[src/rtl/mdr_mem_sequencer.sv]
// Sequences MAR/MDR/memory strobes for one read or write transaction per start request,
// waiting on mem_ready with a bounded timeout.
//
// state      | meaning
// -----------+-----------------------------------------------
// S_IDLE     | waiting for start; rw latched into op on accept
// S_LOAD_MAR | MAR captures the address from the bus
// S_LOAD_MDR | write only: MDR captures write data from the bus
// S_MEM_REQ  | memory access in flight, waiting for mem_ready
// S_CAPTURE  | read only: MDR captures chip data
// S_DRIVE    | read only: MDR drives the bus
// S_DONE     | completion pulse
// S_ERR      | completion pulse with timeout error
module mdr_mem_sequencer #(
   parameter int TIMEOUT = 8
) (
   input  logic clock,
   input  logic clear,
   input  logic start,
   input  logic rw,
   input  logic mem_ready,
   output logic MARin,
   output logic MDRin,
   output logic read,
   output logic MDRout,
   output logic mem_en,
   output logic mem_wr,
   output logic busy,
   output logic done,
   output logic error
);

   localparam int CW = (TIMEOUT > 2) ? $clog2(TIMEOUT) : 1;
   localparam logic [CW-1:0] CNT_LAST = CW'(TIMEOUT - 1);

   typedef enum logic [2:0] {
      S_IDLE,
      S_LOAD_MAR,
      S_LOAD_MDR,
      S_MEM_REQ,
      S_CAPTURE,
      S_DRIVE,
      S_DONE,
      S_ERR
   } state_t;

   state_t          state_q, state_d;
   logic            op_q, op_d;
   logic [CW-1:0]   cnt_q, cnt_d;

   always_ff @(posedge clock) begin
      if (clear) begin
         state_q <= S_IDLE;
         op_q    <= 1'b0;
         cnt_q   <= '0;
      end else begin
         state_q <= state_d;
         op_q    <= op_d;
         cnt_q   <= cnt_d;
      end
   end

   always_comb begin
      state_d = state_q;
      op_d    = op_q;
      cnt_d   = cnt_q;
      MARin   = 1'b0;
      MDRin   = 1'b0;
      read    = 1'b0;
      MDRout  = 1'b0;
      mem_en  = 1'b0;
      mem_wr  = 1'b0;
      done    = 1'b0;
      error   = 1'b0;
      busy    = (state_q != S_IDLE);

      case (state_q)
         S_IDLE: begin
            if (start) begin
               op_d    = rw;
               state_d = S_LOAD_MAR;
            end
         end
         S_LOAD_MAR: begin
            MARin   = 1'b1;
            cnt_d   = '0;
            state_d = op_q ? S_LOAD_MDR : S_MEM_REQ;
         end
         S_LOAD_MDR: begin
            MDRin   = 1'b1;
            cnt_d   = '0;
            state_d = S_MEM_REQ;
         end
         S_MEM_REQ: begin
            mem_en = 1'b1;
            mem_wr = op_q;
            // ready in the final wait cycle still counts as success
            if (mem_ready) begin
               state_d = op_q ? S_DONE : S_CAPTURE;
            end else if (cnt_q == CNT_LAST) begin
               state_d = S_ERR;
            end else begin
               cnt_d = cnt_q + 1'b1;
            end
         end
         S_CAPTURE: begin
            MDRin   = 1'b1;
            read    = 1'b1;
            state_d = S_DRIVE;
         end
         S_DRIVE: begin
            MDRout  = 1'b1;
            state_d = S_DONE;
         end
         S_DONE: begin
            done    = 1'b1;
            state_d = S_IDLE;
         end
         S_ERR: begin
            done    = 1'b1;
            error   = 1'b1;
            state_d = S_IDLE;
         end
         default: state_d = S_IDLE;
      endcase
   end

endmodule
[config.mk]
export PLATFORM = sky130hd
export DESIGN_NAME = mdr_mem_sequencer
export DESIGN_NICKNAME = d
export VERILOG_FILES = /design/src/rtl/mdr_mem_sequencer.sv
export SDC_FILE = /design/constraint.sdc
export NUM_CORES = 1
export LEC_CHECK = 0
export ABC_AREA = 1
export ABC_CLOCK_PERIOD_IN_PS = 4150
export CORE_MARGIN = 1
export CORE_UTILIZATION = 30
export DETAILED_ROUTE_END_ITERATION = 10
export DONT_BUFFER_PORTS = 1
export GPL_TIMING_DRIVEN = 0
export PLACE_DENSITY = 0.41
export SLEW_MARGIN = 25
export SYNTH_ARGS = -nofsm -noshare
export SYNTH_HDL_FRONTEND = slang
export SYNTH_SLANG_ARGS = --single-unit
[constraint.sdc]
create_clock -name clock -period 4.15 [get_ports clock]
set_clock_uncertainty 0.2 [all_clocks]
set_input_delay 0.6225 -clock clock [delete_from_list [all_inputs] [get_ports clock]]
set_output_delay 0.6225 -clock clock [all_outputs]
set_load 0.01 [all_outputs]
Word-level counts from Yosys, hierarchy flattened
Cells that the tools add are included.
Storage, ports and cells
  flip-flop bits (word level): 7
  input port bits: 5
  output and inout bits: 9
  logic and storage cells: 42
Operators by class
  $add $sub $neg: 1
  equality and inequality tests: 12
  multiplexer cells: 17
  reductions and logical operators: 9
Operators with widths (number)
  $pmux W3 S7: 1
  $eq A3 B3 Y1 const B: 5
  $mux W3: 5
  $mux W1: 9
  $eq A3 B2 Y1 const B: 2
  $ne A2 B2 Y1 const B: 3
  $pmux W3 S2: 1
  $reduce_or A2 Y1: 3
  $reduce_and A2 Y1: 2
  $add A3 B1 Y3 const B: 1
  $eq A3 B1 Y1 const B: 1
  $logic_not A3 Y1: 1
  $ne A3 B3 Y1 const B: 1
  $reduce_and A3 Y1: 1
  $reduce_bool A3 Y1: 1
  $mux W2: 1
  $reduce_bool A2 Y1: 1

Logic depth before layout (Yosys ltp)
  word-level depth: 4
  gate-level depth with buffers: 8
  gate-level depth less buffers: 8

Worst setup path before layout
Ideal clock, no wire load.
  path kind: register -> output
  start: register state_q[0]
  end: output port busy
  arrival: 0.779 ns
  required time: 3.327 ns
  setup slack: 2.548 ns
  stages on the path, launching flop included: 3
  buffers on the path: 0
  path through: dfxtp_1 -> nor3_1 -> inv_1
Between the ends
  cells in the longest elaborated chain, start to end: 1
RTL lines
  start, declared: RTL line 47  | state_t state_q, state_d;
  start signal, assigned: RTL line 57  | state_q <= state_d;
  $reduce_bool A3 Y1: RTL line 75  | busy = (state_q != S_IDLE);
  end, declared: RTL line 28  | output logic busy,
Every way passes these cells.

Worst setup path after layout
Ends and elaborated chain as after synthesis.

==> out/qor.tcl <==
set qor(run_status) {completed}
set qor(syn_area_per_cell_um2) 6.29
set qor(cp-start-kind) {register}
set qor(synth_top_area_cell) {sky130_fd_sc_hd__dfxtp_1}
set qor(cts_root_buffer) {sky130_fd_sc_hd__clkbuf_4}
set qor(post_cts.resized_instances) 0
set qor(drt.antenna.violating_nets) 0
set qor(post-place-ws_ns) 2.42
set qor(postCtsSetupRepairBufs) 0
set qor(register_area_share_after_synthesis_pct) 32.7
set qor(postSynthCellCount) 68
set qor(power.density_cell_area_nw_per_um2) 407
set qor(area.growth.synth_to_final_pct) 10.5
set qor(synthesis.yosys.warnings) 0
set qor(die_y_um) 39.8
set qor(max_slew_margin_pct) 70.2
set qor(critPathArrivalTime_ns) 1.19
set qor(report.power.total_uw) 193
set qor(cts_buffer_depth) 2
set qor(nets_finish) 80
set qor(finalWorstPathRequiredPeriod_ns) 2.01
set qor(clock_latency_at_the_later_pin_of_the_worst_skew_pair_ns) 0.25
set qor(postLayoutSetupSlackWorst_ns) 2.14
set qor(worst-slew-pin-transition_ns) 0.443
set qor(worstReg2RegStart) {cnt_q[0]$_SDFFE_PP0P_}
set qor(grt_usage_pct) 15.5
set qor(post-route-period-util_pct) 48.5
set qor(vdd_ir_drop_max_uv) 182
set qor(detail_route.drc_violations) 0
set qor(grt.overflow.total) 0
set qor(timing.critical_path.required_ns) 3.33
set qor(setup-tns-final_ns) 0
set qor(cts-htree-levels) 1
set qor(vias_in_the_first_global_route) 361
set qor(number_of_slew_limit_violations_in_the_final_report) 0
set qor(fmaxAchievable_ghz) 0.496
set qor(multi_input_comb_area_um2) 228
set qor(die_w_um) 39.8
set qor(via_per_inst) 4.64
set qor(start_util_pct) 32.5
set qor(critical_path_class) {register to output port}
set qor(ys_ff_latch) 7
set qor(vias) 404
set qor(cts-buffers-inserted) 3
set qor(io_buffers) 0
set qor(clk_pin_slew_worst_paths_ns) 0.06
set qor(synth_nets) 75
set qor(core-area_um2) 1320
set qor(detail_route.wl_per_cell_um) 11.1
set qor(synth.area.top_cells) {sky130_fd_sc_hd__dfxtp_1, sky130_fd_sc_hd__nand2_1, sky130_fd_sc_hd__inv_1}
set qor(post_route_cells_drive_above_1_share_pct) 9.72
set qor(grt_pass1_wl_um) 1530
set qor(clock_sinks) 7
set qor(static_leakage_nw) 0.271
set qor(final-setup-viol-count) 0
set qor(timing.hold.worst.class) {primary input to register}
set qor(placedCellCount) 83
set qor(final.hold.worst_slack_ns) 0.230
set qor(netlist_area_um2) 428
set qor(placedInstanceArea_um2) 447
set qor(drt-initial-drc-count) 8
set qor(drtPass1Iterations) 2
set qor(ios) 14
set qor(final_cell_area_um2) 473
set qor(gpl.final_weighted_congestion) 0.682
set qor(finalCoreUtilization_pct) 35.9
set qor(place.detailed.hpwl_um) 750
set qor(timing.critical_path.fanout_max) 6
set qor(antenna_found_initial) 0
set qor(tritoncts) {yes}
set qor(final_cells) 87
set qor(antennaDiodeCount) 0
set qor(routed_wl_um) 962
set qor(synth_largest_type_area_fraction_pct) 32.7
set qor(floorplan.rows) 13
set qor(cp-end-kind) {output port}
set qor(setup_repair_after_global_routing_missed_its_margin) {false}
set qor(die_outline_area_um2) 1580
set qor(origin_of_the_worst_min_delay_path) {clear}
set qor(register_area_um2) 140
set qor(hold_buffers_post_cts) 0
set qor(ys_types) 13
set qor(hold_violations) 0
set qor(maxCapViolCount) 0
set qor(grt_max_degree) 8
set qor(layout_fillers) 164
set qor(timing.critical_path.from) {state_q[0]$_SDFFE_PP0P_}
metal layers:
layer,wire [um],global-route usage (%),vias up
li1,-,-,222
met1,496,19.9,167
met2,364,19.3,13
met3,86,6.25,2
met4,14,12.9,0
met5,0,0,-
sequential cells by signal, indices dropped and copies added, names as in the netlist:
| signal | count |
|---|---|
| cnt_q | 3 |
| state_q | 3 |
| op_q | 1 |
kinds of logic after synthesis:
logic type / count (synthesis) / share of synthesized area, %
simple gates: 36 / 38.6
buf+inv: 16 / 14.0
compound gates: 7 / 8.77
flops: 7 / 32.7
fa+ha+maj: 2 / 5.85
placed cells by master, fill, tap and decap left out:
master                     Yosys  layout
sky130_fd_sc_hd__nand2_1      17      17
sky130_fd_sc_hd__inv_1        15      15
sky130_fd_sc_hd__nand3_1       8       8
sky130_fd_sc_hd__dfxtp_1       7       7
sky130_fd_sc_hd__a21oi_1       6       6
sky130_fd_sc_hd__nor2_1        4       4
sky130_fd_sc_hd__clkbuf_4      0       3
sky130_fd_sc_hd__nand2_2       2       2
sky130_fd_sc_hd__nor3_1        2       2
sky130_fd_sc_hd__nand4_1       2       2
sky130_fd_sc_hd__ha_1          2       2
sky130_fd_sc_hd__nor2_4        1       1
sky130_fd_sc_hd__inv_2         1       1
sky130_fd_sc_hd__o211ai_1      1       1
sky130_fd_sc_hd__clkbuf_1      0       1
synthesized netlist by cell type:
cell type                  count
sky130_fd_sc_hd__dfxtp_1       7
sky130_fd_sc_hd__ha_1          2
sky130_fd_sc_hd__nor2_1        4
sky130_fd_sc_hd__inv_1        15
sky130_fd_sc_hd__nand2_2       2
sky130_fd_sc_hd__nor3_1        2
sky130_fd_sc_hd__o211ai_1      1
sky130_fd_sc_hd__inv_2         1
sky130_fd_sc_hd__nand3_1       8
sky130_fd_sc_hd__a21oi_1       6
sky130_fd_sc_hd__nand4_1       2
sky130_fd_sc_hd__nor2_4        1
sky130_fd_sc_hd__nand2_1      17
worst paths after layout:
path / slack (ns) / depth (start not counted) / endpoint
max: 2.14 / 2 / busy
max reg2reg: 2.63 / 8 / cnt_q[0]$_SDFFE_PP0P_
min reg2reg: 0.26 / 2 / op_q$_SDFFE_PP0P_
min: 0.23 / 1 / op_q$_SDFFE_PP0P_
critical path, cell delays in order, from the launching register on:
cell	delay (ns)
sky130_fd_sc_hd__dfxtp_1	0.36
sky130_fd_sc_hd__nor3_1	0.42
sky130_fd_sc_hd__inv_1	0.16
layout make-up:
cell class / instances / area share (%)
clock buffer: 4 / 5.56
inverter: 16 / 12.7
tap: 15 / 3.97
multi-input combinational: 45 / 48.1
sequential: 7 / 29.6
where the power goes:
group | switching (mW) | total [mW] | internal (mW)
clock network | 0.0279 | 0.0648 | 0.0369
registers | 0.00726 | 0.0799 | 0.0727
logic | 0.0338 | 0.0479 | 0.0141
total | 0.0689 | 0.193 | 0.124
Power figures use the tool's default switching activity.
